**config.mk**
```make
export PLATFORM = sky130hd
export DESIGN_NAME = pipe_stage_reg
export DESIGN_NICKNAME = d
export VERILOG_FILES = /design/src/rtl/pipe_pkg.sv /design/src/rtl/pipe_stage_skid.sv /design/src/rtl/pipe_stage_reg.sv
export SDC_FILE = /design/constraint.sdc
export NUM_CORES = 1
export LEC_CHECK = 0
export BUFFER_PORTS_ARGS = -buffer_cell sky130_fd_sc_hd__buf_2
export CELL_PAD_IN_SITES_DETAIL_PLACEMENT = 1
export CELL_PAD_IN_SITES_GLOBAL_PLACEMENT = 2
export CORE_ASPECT_RATIO = 0.75
export CORE_MARGIN = 4
export CORE_UTILIZATION = 29
export CTS_CLUSTER_SIZE = 16
export DETAILED_ROUTE_END_ITERATION = 7
export MAX_ROUTING_LAYER = met4
export PLACE_DENSITY_LB_ADDON = 0.12
export SLEW_MARGIN = 20
export SYNTH_ARGS = -nofsm -noshare
export SYNTH_HDL_FRONTEND = slang
export SYNTH_HIERARCHICAL = 1
export SYNTH_SLANG_ARGS = --single-unit
```
**constraint.sdc**
```tcl
create_clock -name clk -period 7.07 [get_ports clk]
set_clock_uncertainty 0.2 [all_clocks]
set_input_delay 0 -clock clk [delete_from_list [all_inputs] [get_ports clk]]
set_output_delay 0 -clock clk [all_outputs]
set_load 0.02 [all_outputs]
```
**src/rtl/pipe_pkg.sv**
```systemverilog
// Shared definitions for the CPU pipeline-stage registers: default bundle
// widths, field offsets inside the ID/EX bundles and per-stage control types.
package pipe_pkg;

    localparam int IDEX_DATA_W = 149;
    localparam int IDEX_CTRL_W = 18;

    // ID/EX data bundle field offsets (LSB positions)
    localparam int ADDRC_LSB = 0;    // 5 bits
    localparam int RS_LSB    = 5;    // 5 bits
    localparam int RT_LSB    = 10;   // 5 bits
    localparam int SHAMT_LSB = 15;   // 5 bits
    localparam int BUSA_LSB  = 20;   // 32 bits
    localparam int BUSB_LSB  = 52;   // 32 bits
    localparam int LUOUT_LSB = 84;   // 32 bits
    localparam int CONBA_LSB = 116;  // 32 bits
    localparam int BDS_BIT   = 148;  // branch-delay-slot flag

    // ID/EX control bundle field offsets (LSB positions)
    localparam int MEMTOREG_LSB = 0;   // 2 bits
    localparam int MEMRD_LSB    = 2;
    localparam int MEMWR_LSB    = 3;
    localparam int ALUFUN_LSB   = 4;   // 6 bits
    localparam int ALUSRC2_LSB  = 10;
    localparam int ALUSRC1_LSB  = 11;
    localparam int REGWR_LSB    = 12;
    localparam int REGDST_LSB   = 13;  // 2 bits
    localparam int PCSRC_LSB    = 15;  // 3 bits

    typedef struct packed {
        logic [2:0] pcsrc;
        logic [1:0] regdst;
        logic       regwr;
        logic       alusrc1;
        logic       alusrc2;
        logic [5:0] alufun;
        logic       memwr;
        logic       memrd;
        logic [1:0] memtoreg;
    } idex_ctrl_t;

    typedef struct packed {
        logic       regwr;
        logic       memwr;
        logic       memrd;
        logic [1:0] memtoreg;
    } exmem_ctrl_t;

    typedef struct packed {
        logic       regwr;
        logic [1:0] memtoreg;
    } memwb_ctrl_t;

endpackage

```
**src/rtl/pipe_stage_skid.sv**
```systemverilog
// Single-entry skid buffer sitting behind the main stage register.
// Only instantiated when PIPE_REG_SKID_EN is defined.
module pipe_stage_skid
    import pipe_pkg::*;
#(
    parameter int DATA_W     = IDEX_DATA_W,
    parameter int CTRL_W     = IDEX_CTRL_W,
    parameter bit CLEAR_DATA = 1'b0
) (
    input  logic              clk,
    input  logic              reset,
    input  logic              flush,
    input  logic              load,
    input  logic              unload,
    input  logic [DATA_W-1:0] in_data,
    input  logic [CTRL_W-1:0] in_ctrl,
    output logic              skid_valid,
    output logic [DATA_W-1:0] skid_data,
    output logic [CTRL_W-1:0] skid_ctrl
);

    // Skid entry: emptied by flush or when it moves into main, filled on overflow beat
    always_ff @(posedge clk or posedge reset) begin
        if (reset) begin
            skid_valid <= 1'b0;
            skid_data  <= '0;
            skid_ctrl  <= '0;
        end else if (flush || unload) begin
            skid_valid <= 1'b0;
            skid_ctrl  <= '0;
            if (CLEAR_DATA) skid_data <= '0;
        end else if (load) begin
            skid_valid <= 1'b1;
            skid_data  <= in_data;
            skid_ctrl  <= in_ctrl;
        end
    end

endmodule

```
**src/rtl/pipe_stage_reg.sv**
```systemverilog
// Generic pipeline-stage register with valid/ready handshake, flush (bubble
// insertion), back-pressure hold and saturating stall/flush event counters.
// Define PIPE_REG_SKID_EN to add a one-entry skid buffer (capacity 2, fully
// registered in_ready); without it the stage holds one beat and in_ready is
// combinational from out_ready.
module pipe_stage_reg
    import pipe_pkg::*;
#(
    parameter int DATA_W     = IDEX_DATA_W,
    parameter int CTRL_W     = IDEX_CTRL_W,
    parameter bit CLEAR_DATA = 1'b0,
    parameter int STAT_W     = 16
) (
    input  logic              clk,
    input  logic              reset,
    input  logic              flush,
    input  logic              in_valid,
    output logic              in_ready,
    input  logic [DATA_W-1:0] in_data,
    input  logic [CTRL_W-1:0] in_ctrl,
    output logic              out_valid,
    input  logic              out_ready,
    output logic [DATA_W-1:0] out_data,
    output logic [CTRL_W-1:0] out_ctrl,
    output logic [STAT_W-1:0] stall_cnt,
    output logic [STAT_W-1:0] flush_cnt,
    input  logic              cnt_clr
);

    logic              valid_q;
    logic [DATA_W-1:0] data_q;
    logic [CTRL_W-1:0] ctrl_q;

    logic              main_free;
    logic              take_in;
    logic              src_valid;
    logic [DATA_W-1:0] src_data;
    logic [CTRL_W-1:0] src_ctrl;
    logic              stall_inc;
    logic              flush_inc;

    // Main register can take a new beat when empty or when its beat drains
    assign main_free = ~valid_q | out_ready;
    // A beat offered during flush is handshaken but dropped
    assign take_in   = in_valid & in_ready & ~flush;

`ifdef PIPE_REG_SKID_EN
    logic              skid_valid;
    logic [DATA_W-1:0] skid_data;
    logic [CTRL_W-1:0] skid_ctrl;

    pipe_stage_skid #(
        .DATA_W     (DATA_W),
        .CTRL_W     (CTRL_W),
        .CLEAR_DATA (CLEAR_DATA)
    ) u_skid (
        .clk        (clk),
        .reset      (reset),
        .flush      (flush),
        .load       (take_in & ~main_free),
        .unload     (main_free & skid_valid),
        .in_data    (in_data),
        .in_ctrl    (in_ctrl),
        .skid_valid (skid_valid),
        .skid_data  (skid_data),
        .skid_ctrl  (skid_ctrl)
    );

    // in_ready depends only on skid state, so no out_ready->in_ready path;
    // a waiting skid beat always refills main before new input (FIFO order)
    assign in_ready  = ~skid_valid;
    assign src_valid = skid_valid | take_in;
    assign src_data  = skid_valid ? skid_data : in_data;
    assign src_ctrl  = skid_valid ? skid_ctrl : in_ctrl;
`else
    assign in_ready  = main_free;
    assign src_valid = take_in;
    assign src_data  = in_data;
    assign src_ctrl  = in_ctrl;
`endif

    // Main register: flush first, then load/empty when free, otherwise hold.
    // Control is zeroed whenever the stage goes empty so no side effect leaks.
    always_ff @(posedge clk or posedge reset) begin
        if (reset) begin
            valid_q <= 1'b0;
            data_q  <= '0;
            ctrl_q  <= '0;
        end else if (flush) begin
            valid_q <= 1'b0;
            ctrl_q  <= '0;
            if (CLEAR_DATA) data_q <= '0;
        end else if (main_free) begin
            valid_q <= src_valid;
            if (src_valid) begin
                data_q <= src_data;
                ctrl_q <= src_ctrl;
            end else begin
                ctrl_q <= '0;
                if (CLEAR_DATA) data_q <= '0;
            end
        end
    end

    assign out_valid = valid_q;
    assign out_data  = data_q;
    assign out_ctrl  = ctrl_q;

    // A flush counts only if it threw away a held or an incoming valid beat
    assign stall_inc = valid_q & ~out_ready;
    assign flush_inc = flush & (valid_q | (in_valid & in_ready));

    // Saturating event counters; clear wins over increment
    always_ff @(posedge clk or posedge reset) begin
        if (reset) begin
            stall_cnt <= '0;
            flush_cnt <= '0;
        end else if (cnt_clr) begin
            stall_cnt <= '0;
            flush_cnt <= '0;
        end else begin
            if (stall_inc && (stall_cnt != '1)) stall_cnt <= stall_cnt + 1'b1;
            if (flush_inc && (flush_cnt != '1)) flush_cnt <= flush_cnt + 1'b1;
        end
    end

endmodule

```
==> results.tsv, run 1 <==
metric	value	unit
outcome	finished, final reports clean	
worst_pin_slew	1.06	ns
die_y	151	um
ys_ff_latch	200	
drcViolationCount	0	
ir_worst_vdd	175	uV
register_area	5000	um2
ant_nets	0	
numCtsBuffers	17	
synthesis.instances	538	
cts_tree	done	
pin_count	374	
fin_nets	1261	
critPathArrivalTime	3.12	ns
synthArstFlopShare	100	%
viasPerCell	4.55	
grt_pass1_vias	7537	
num_rows	51	
end_kind	flop	
period_share	42.4	%
drt_wl_total	27000	um
required	7.19	ns
synth-seq-area-share	63.5	%
setup.worst_path.start_class	flop	
synth_fp_nets	713	
synth_common_cells	200 x dfrtp_1, 91 x mux2_2, 58 x mux2_1	
syn_area_per_cell	14.6	um2
cts_max_level	4	
grt_pass1_wl	42100	um
setup_viol	0	
initial_utilization	29.9	%
vias	6566	
grtUsageTotal	18.5	%
tns	0	ns
num-fill-cells	2834	
place_congestion	0.802	
drive_gt1_share	45.9	%
synth_ff_type	dfrtp_1	
p_clk_share	32.1	%
clk_latency	0.44	ns
yosysTopAreaCell	dfrtp_1	
slew_headroom	29.0	%
hpwl	18900	um
syn_to_final_growth	58.2	%
clkTransAtPathRegs	0.08	ns
synth_top_area_share	63.5	%
multiInputGateArea	2750	um2
synth_edf_count	0	
power.switching	937	uW
grt_max_degree	124	
fmax	0.334	GHz
yosysMostFrequentCell	dfrtp_1	
core	26400	um2
switching_share	30.4	%
cts_max_path_buffers	2	
die_x	198	um
cts_sinks	200	
yosysWarningCount	6	
die_area	29900	um2
power_leakage	0.00595	uW
rsz0062_at_grt	false	
dp_cells	1235	
synth_area	7880	um2
p_seq_share	44.5	%
antenna_cells	0	
hold_path_class	input port to async pin	
slew_violations	0	
wl_per_cell	18.7	um
power.density	247	nW/um2
drtIter0Drc	157	
path_class	flop to flop	
p_int	2150	uW
antenna_found_initial	0	
yosys-top-cells-area	dfrtp_1 64%, mux2_2 13%, mux2_1 8.3%	
cp_max_fo	81	
p_comb_share	23.4	%
ys_types	39	
dr.pass1.iters	4	
hold_viol	0	
fin_crit	3.00	ns
stdcell_count	1443	
cts_root_buffer	clkbuf_16	
io_buffers	373	
overflow	0	
drv_cap	0	
-- area by class of cell --
class	instances	share of cell area, %
Tap cell	344	3.45
Timing Repair Buffer	554	29.4
Clock inverter	12	1.14
Sequential cell	200	40.1
Multi-Input combinational cell	310	22.1
Clock buffer	20	3.58
Inverter	3	0.151
-- layer usage --
metal,GRT usage (%),vias to the layer above,routed length [um]
met2,32.0,221,13900
met4,5.02,0,492
met1,20.8,3303,10900
met5,-,-,0
met3,5.79,25,1780
li1,-,3017,-
-- kinds of logic after synthesis --
| logic type | Yosys count | synth area share [%] |
|---|---|---|
| DFF | 200 | 63.5 |
| and+or+nand+nor | 89 | 5.91 |
| AOI/OAI and AO/OA | 41 | 4.06 |
| buffers and inverters | 28 | 1.64 |
| muxes | 152 | 21.7 |
| adders and majority gates | 2 | 0.318 |
| xor gates and xnor gates | 26 | 2.89 |
-- worst max-delay path, cell delays in order (launching register included) --
cell	delay [ns]
dfrtp_1	0.43
and2b_1	0.25
nor3b_4	0.20
buf_4	0.40
buf_4	0.88
mux2_2	0.44
-- worst paths after layout --
path,from,end,slack [ns],cells after the start
max,out_valid,out_data[92],4.07,5
min,reset,out_data[40],0.09,3
max reg2reg,out_valid,out_data[92],4.07,5
min reg2reg,out_data[21],out_data[21],0.28,1
max in group asynchronous,reset,stall_cnt[5],5.25,4
min in group clk,in_data[78],out_data[78],0.12,3
-- metrics by stage --
step                worst slack, ns  utilization (%)  instance area (um2)  total power (uW)  hold slack, ns
finish                         4.07             47.3                12500              3080          0.0938
global route                   3.89             47.3                12500              3250          0.0971
CTS                            4.08             47.3                12500              3120          0.0834
detailed placement             4.10             38.4                10100              2040          0.0210
global placement               4.19             38.4                10100              2020          0.0163
floorplan                      1.42                -                 7880              1750          -0.134
-- sequential cells by signal, indices dropped and copies added, names as in the netlist --
register / cells
out_valid: 1
out_ctrl: 18
out_data: 149
flush_cnt: 16
stall_cnt: 16
-- power by group through the flow --
stage | clock network, uW | logic [uW] | registers [uW]
floorplan | 0 | 174 | 1580
global placement | 0 | 636 | 1380
detailed placement | 0 | 649 | 1390
CTS | 1030 | 728 | 1370
global route | 1080 | 772 | 1390
finish | 989 | 721 | 1370
-- timing repair --
item                                   CTS  global route
hold buffers                           176             0
endpoints found under the hold margin  319             0
setup buffers                            0             0
gates resized for setup                  0             0
-- layout by cell type (no fill, tap or decap), types with 2 or more instances in the layout --
cell type,instances
a211oi_1,4
nand2_1,11
buf_4,4
a31oi_1,4
nor2_1,37
nand3_1,8
a21oi_1,3
xnor2_1,14
clkbuf_1,2
ha_1,2
xor2_1,12
clkinv_4,4
nor3_1,5
inv_1,2
mux2_1,58
clkbuf_16,17
a22o_1,18
and4_1,2
o21a_1,2
buf_2,373
nand4b_1,2
mux2_2,91
nor4_1,3
dfrtp_1,200
a311oi_1,2
or3_1,2
clkinvlp_4,3
o211ai_1,5
inv_8,2
bufinv_16,2
nand4_1,6
mux2i_1,3
dlygate4sd3_1,176
and3_1,5
o2111ai_1,2
(Power assumes the default switching activity.)
==> inputs of run 2 (changes only) <==
--- a/config.mk
+++ b/config.mk
@@ -5,12 +5,13 @@
 export SDC_FILE = /design/constraint.sdc
 export NUM_CORES = 1
 export LEC_CHECK = 0
+export ABC_AREA = 1
 export BUFFER_PORTS_ARGS = -buffer_cell sky130_fd_sc_hd__buf_2
 export CELL_PAD_IN_SITES_DETAIL_PLACEMENT = 1
 export CELL_PAD_IN_SITES_GLOBAL_PLACEMENT = 2
 export CORE_ASPECT_RATIO = 0.75
 export CORE_MARGIN = 4
-export CORE_UTILIZATION = 29
+export CORE_UTILIZATION = 26
 export CTS_CLUSTER_SIZE = 16
 export DETAILED_ROUTE_END_ITERATION = 7
 export MAX_ROUTING_LAYER = met4
==> constraint.sdc (replaced) <==
create_clock -name clk -period 2.5 [get_ports clk]
set_clock_uncertainty 0.2 [all_clocks]
set_input_delay 0 -clock clk [delete_from_list [all_inputs] [get_ports clk]]
set_output_delay 0 -clock clk [all_outputs]
set_load 0.02 [all_outputs]
==> run 2 against run 1 <==
Compared with the run above:
- area after synthesis is 8.2% higher
- total power grew to 3.0 times the previous value
- design area is 8.9% higher
- via count is 14% higher
- sequential power grew to 2.8 times the previous value
- cell count is 22% higher
- critical path type unchanged
- critical endpoint is now stall_cnt[0]
- largest cell class unchanged
==> results.tsv, run 2 <==
metric	value	unit	change
antenna_found_initial	0		unchanged
synth_ff_type	dfrtp_1		
vias	7508		+14%
min-delay-start	in_data[101]		
largest_register_ffs	149		unchanged
die_y	165	um	+9.3%
synth_fa_ha_area_share	0.294	%	-0.024 points
rr_startpoint	stall_cnt[0]		
drive_gt1_share	36.8	%	-9.1 points
ys_types	28		-28%
stdcell_count	1758		+22%
yosysMostFrequentCell	dfrtp_1		
cp_cell_sequence	ha_2 > nand2_1 > nor2_2 > nand2_1 > nor2_2 > nor2_4 > nor2_4 > nand2_1 > dlygate4sd3_1 > nand2_1		
outcome	finished, final reports clean		
drcViolationCount	0		unchanged
cts_sinks	200		unchanged
worst_pin_slew	0.571	ns	-0.494 ns
synth_common_cells	200 x dfrtp_1, 111 x nand2_1, 110 x mux2_1		
critPathArrivalTime	2.45	ns	-0.67 ns
synthMuxAreaShare	19.7	%	-2.0 points
dr.pass1.iters	4		unchanged
ys_ff_latch	200		unchanged
antenna_cells	0		unchanged
slowest_stage	dlygate4sd3_1		
die_area	35800	um2	+20%
initial_utilization	26.3	%	-3.6 points
synth_edf_count	0		unchanged
syn_to_final_growth	59.3	%	
final_common_cell	buf_2		
utilization	41.9	%	-5.4 points
slew_headroom	61.9	%	+33 points
total_power	9140	uW	+200%
setup_ws	0.236	ns	-3.84 ns
num-fill-cells	3673		+30%
cp_max_fo	8		-90%
wl_per_cell	17.9	um	-4.4%
cts_max_level	4		unchanged
num_rows	57		+12%
yosys-top-cells-area	dfrtp_1 59%, mux2_1 15%, mux2_2 5.2%		
place_congestion	0.748		-6.7%
fmax	0.442	GHz	+32%
hpwl	22900	um	+21%
syn_area_per_cell	11.9	um2	-19%
synth_top_family_by_area	multiplexers		
cts_max_path_buffers	2		unchanged
clk_latency	0.44	ns	about the same
synth-simple-area-share	12.6	%	+6.7 points
synth_fp_nets	894		+25%
grt_max_degree	60		-52%
rsz0062_at_grt	false		
fin_nets	1479		+17%
cts_root_buffer	clkbuf_16		
synth-xor-area-share	1.23	%	-1.7 points
overflow	0		unchanged
synth_area	8530	um2	+8.2%
cts_tree	done		
startpoint	stall_cnt[0]		
tns	0	ns	unchanged
core	32400	um2	+23%
drtIter0Drc	344		+120%
dpl_worst_slack	0.475	ns	-3.62 ns
synth_top_area_share	58.7	%	-4.8 points
yosysWarningCount	6		unchanged
synthesis.instances	719		+34%
layout_common_cells	373 x buf_2, 199 x dfrtp_1, 198 x dlygate4sd3_1		
yosysTopAreaCell	dfrtp_1		
path_class	flop to flop		
fin_crit	2.26	ns	-0.734 ns
numCtsBuffers	17		unchanged
dp_cells	1527		+24%
synth-seq-area-share	58.7	%	-4.8 points
synthArstFlopShare	100	%	unchanged
drt_wl_total	31500	um	+16%
setup.worst_path.start_class	flop		
pin_count	374		unchanged
setup_viol	0		unchanged
io_buffers	373		unchanged
hold_path_class	input port to flop		
power_leakage	0.00666	uW	+12%
hold_viol	0		unchanged
die_x	217	um	+9.5%
ir_worst_vdd	439	uV	+150%
cpPeakStageDelay	0.55	ns	-0.33 ns
cpMostUsedCell	nand2_1		
synth_compound_area_share	2.14	%	-1.9 points
required	2.69	ns	-4.50 ns
ant_nets	0		unchanged
power.density	673	nW/um2	+170%
end_kind	flop		
grtUsageTotal	17.8	%	-0.66 points
viasPerCell	4.27		-6.1%
grt_pass1_wl	48300	um	+15%
clkTransAtPathRegs	0.08	ns	about the same
drv_cap	0		unchanged
slew_violations	0		unchanged
grt_pass1_vias	8225		+9.1%
period_share	90.6	%	+48 points
run 2: cell count changes in the layout (fill, tap and decap cells not counted), moves of 12 or more:
cell	before	now
a22o_1	18	0
mux2_1	58	110
dlygate4sd3_1	176	198
nand2_1	11	111
mux2_2	91	39
o21ai_0	0	29
inv_1	2	52
buf_4	4	17
xnor2_1	14	2
nand3_1	8	68
run 2: logic make-up after synthesis:
logic type,count (synthesis)
AO/OA/AOI/OAI,36
flip-flops,200
multiplexers,149
AND/OR/NAND/NOR,237
adder cells (fa/ha/maj),2
XOR/XNOR,12
buffers and inverters,83
run 2: final timing paths:
path / to / slack [ns] / cells after the start
worst max-delay path: stall_cnt[0] / 0.24 / 10
worst max register to register: stall_cnt[0] / 0.24 / 10
min in group asynchronous: out_ctrl[0] / 0.53 / 4
max in group asynchronous: out_ctrl[12] / 0.77 / 5
worst min-delay path: out_data[101] / 0.10 / 3
worst min register to register: out_data[45] / 0.29 / 1
run 2: area by class of cell:
cell class | instances | area [um2] | share of cell area (%)
Timing Repair Buffer | 593 | 4080 | 30.0
Tap cell | 442 | 553 | 4.07
Clock inverter | 14 | 219 | 1.61
Inverter | 56 | 216 | 1.59
Clock buffer | 17 | 425 | 3.13
Sequential cell | 200 | 5010 | 36.9
Multi-Input combinational cell | 436 | 3080 | 22.7
run 2: layer usage:
metal	part of all wire, %	global-route usage (%)	wire length [um]	vias to the layer above
met1	44	22.7	13900	3717
met2	49	28.7	15500	207
li1	-	-	-	3564
met4	1.0	3.67	329	0
met3	5.8	5.00	1840	20
met5	0	-	0	-
run 2: timing repair:
| item | 4_1_cts | 5_1_grt |
|---|---|---|
| setup endpoints to repair | 0 | 1 |
| hold buffers | 198 | 0 |
| endpoints found under the hold margin | 390 | 0 |
| gates resized for setup | 0 | 6 |
| setup buffers | 0 | 2 |
run 2: where the power goes:
part	total, uW	switching (uW)	internal [uW]
registers	3890	214	3680
clock network	3070	1370	1700
logic	2180	1250	927
total	9140	2840	6310
run 2: stage by stage:
step | instance area, um2 | hold WS (ns)
final | 13600 | 0.100
after global routing | 13600 | 0.0821
after CTS | 13500 | 0.0686
after detailed placement | 10900 | -0.129
after global placement | 10900 | -0.136
after floorplan | 8530 | -0.0907
run 2: worst max-delay path: cells and delay by family, from the launching register on:
family / cells / cell delay, ns
simple gates: 8 / 0.81
flops: 1 / 0.42
buf+inv: 1 / 0.55
fa+ha+maj: 1 / 0.23
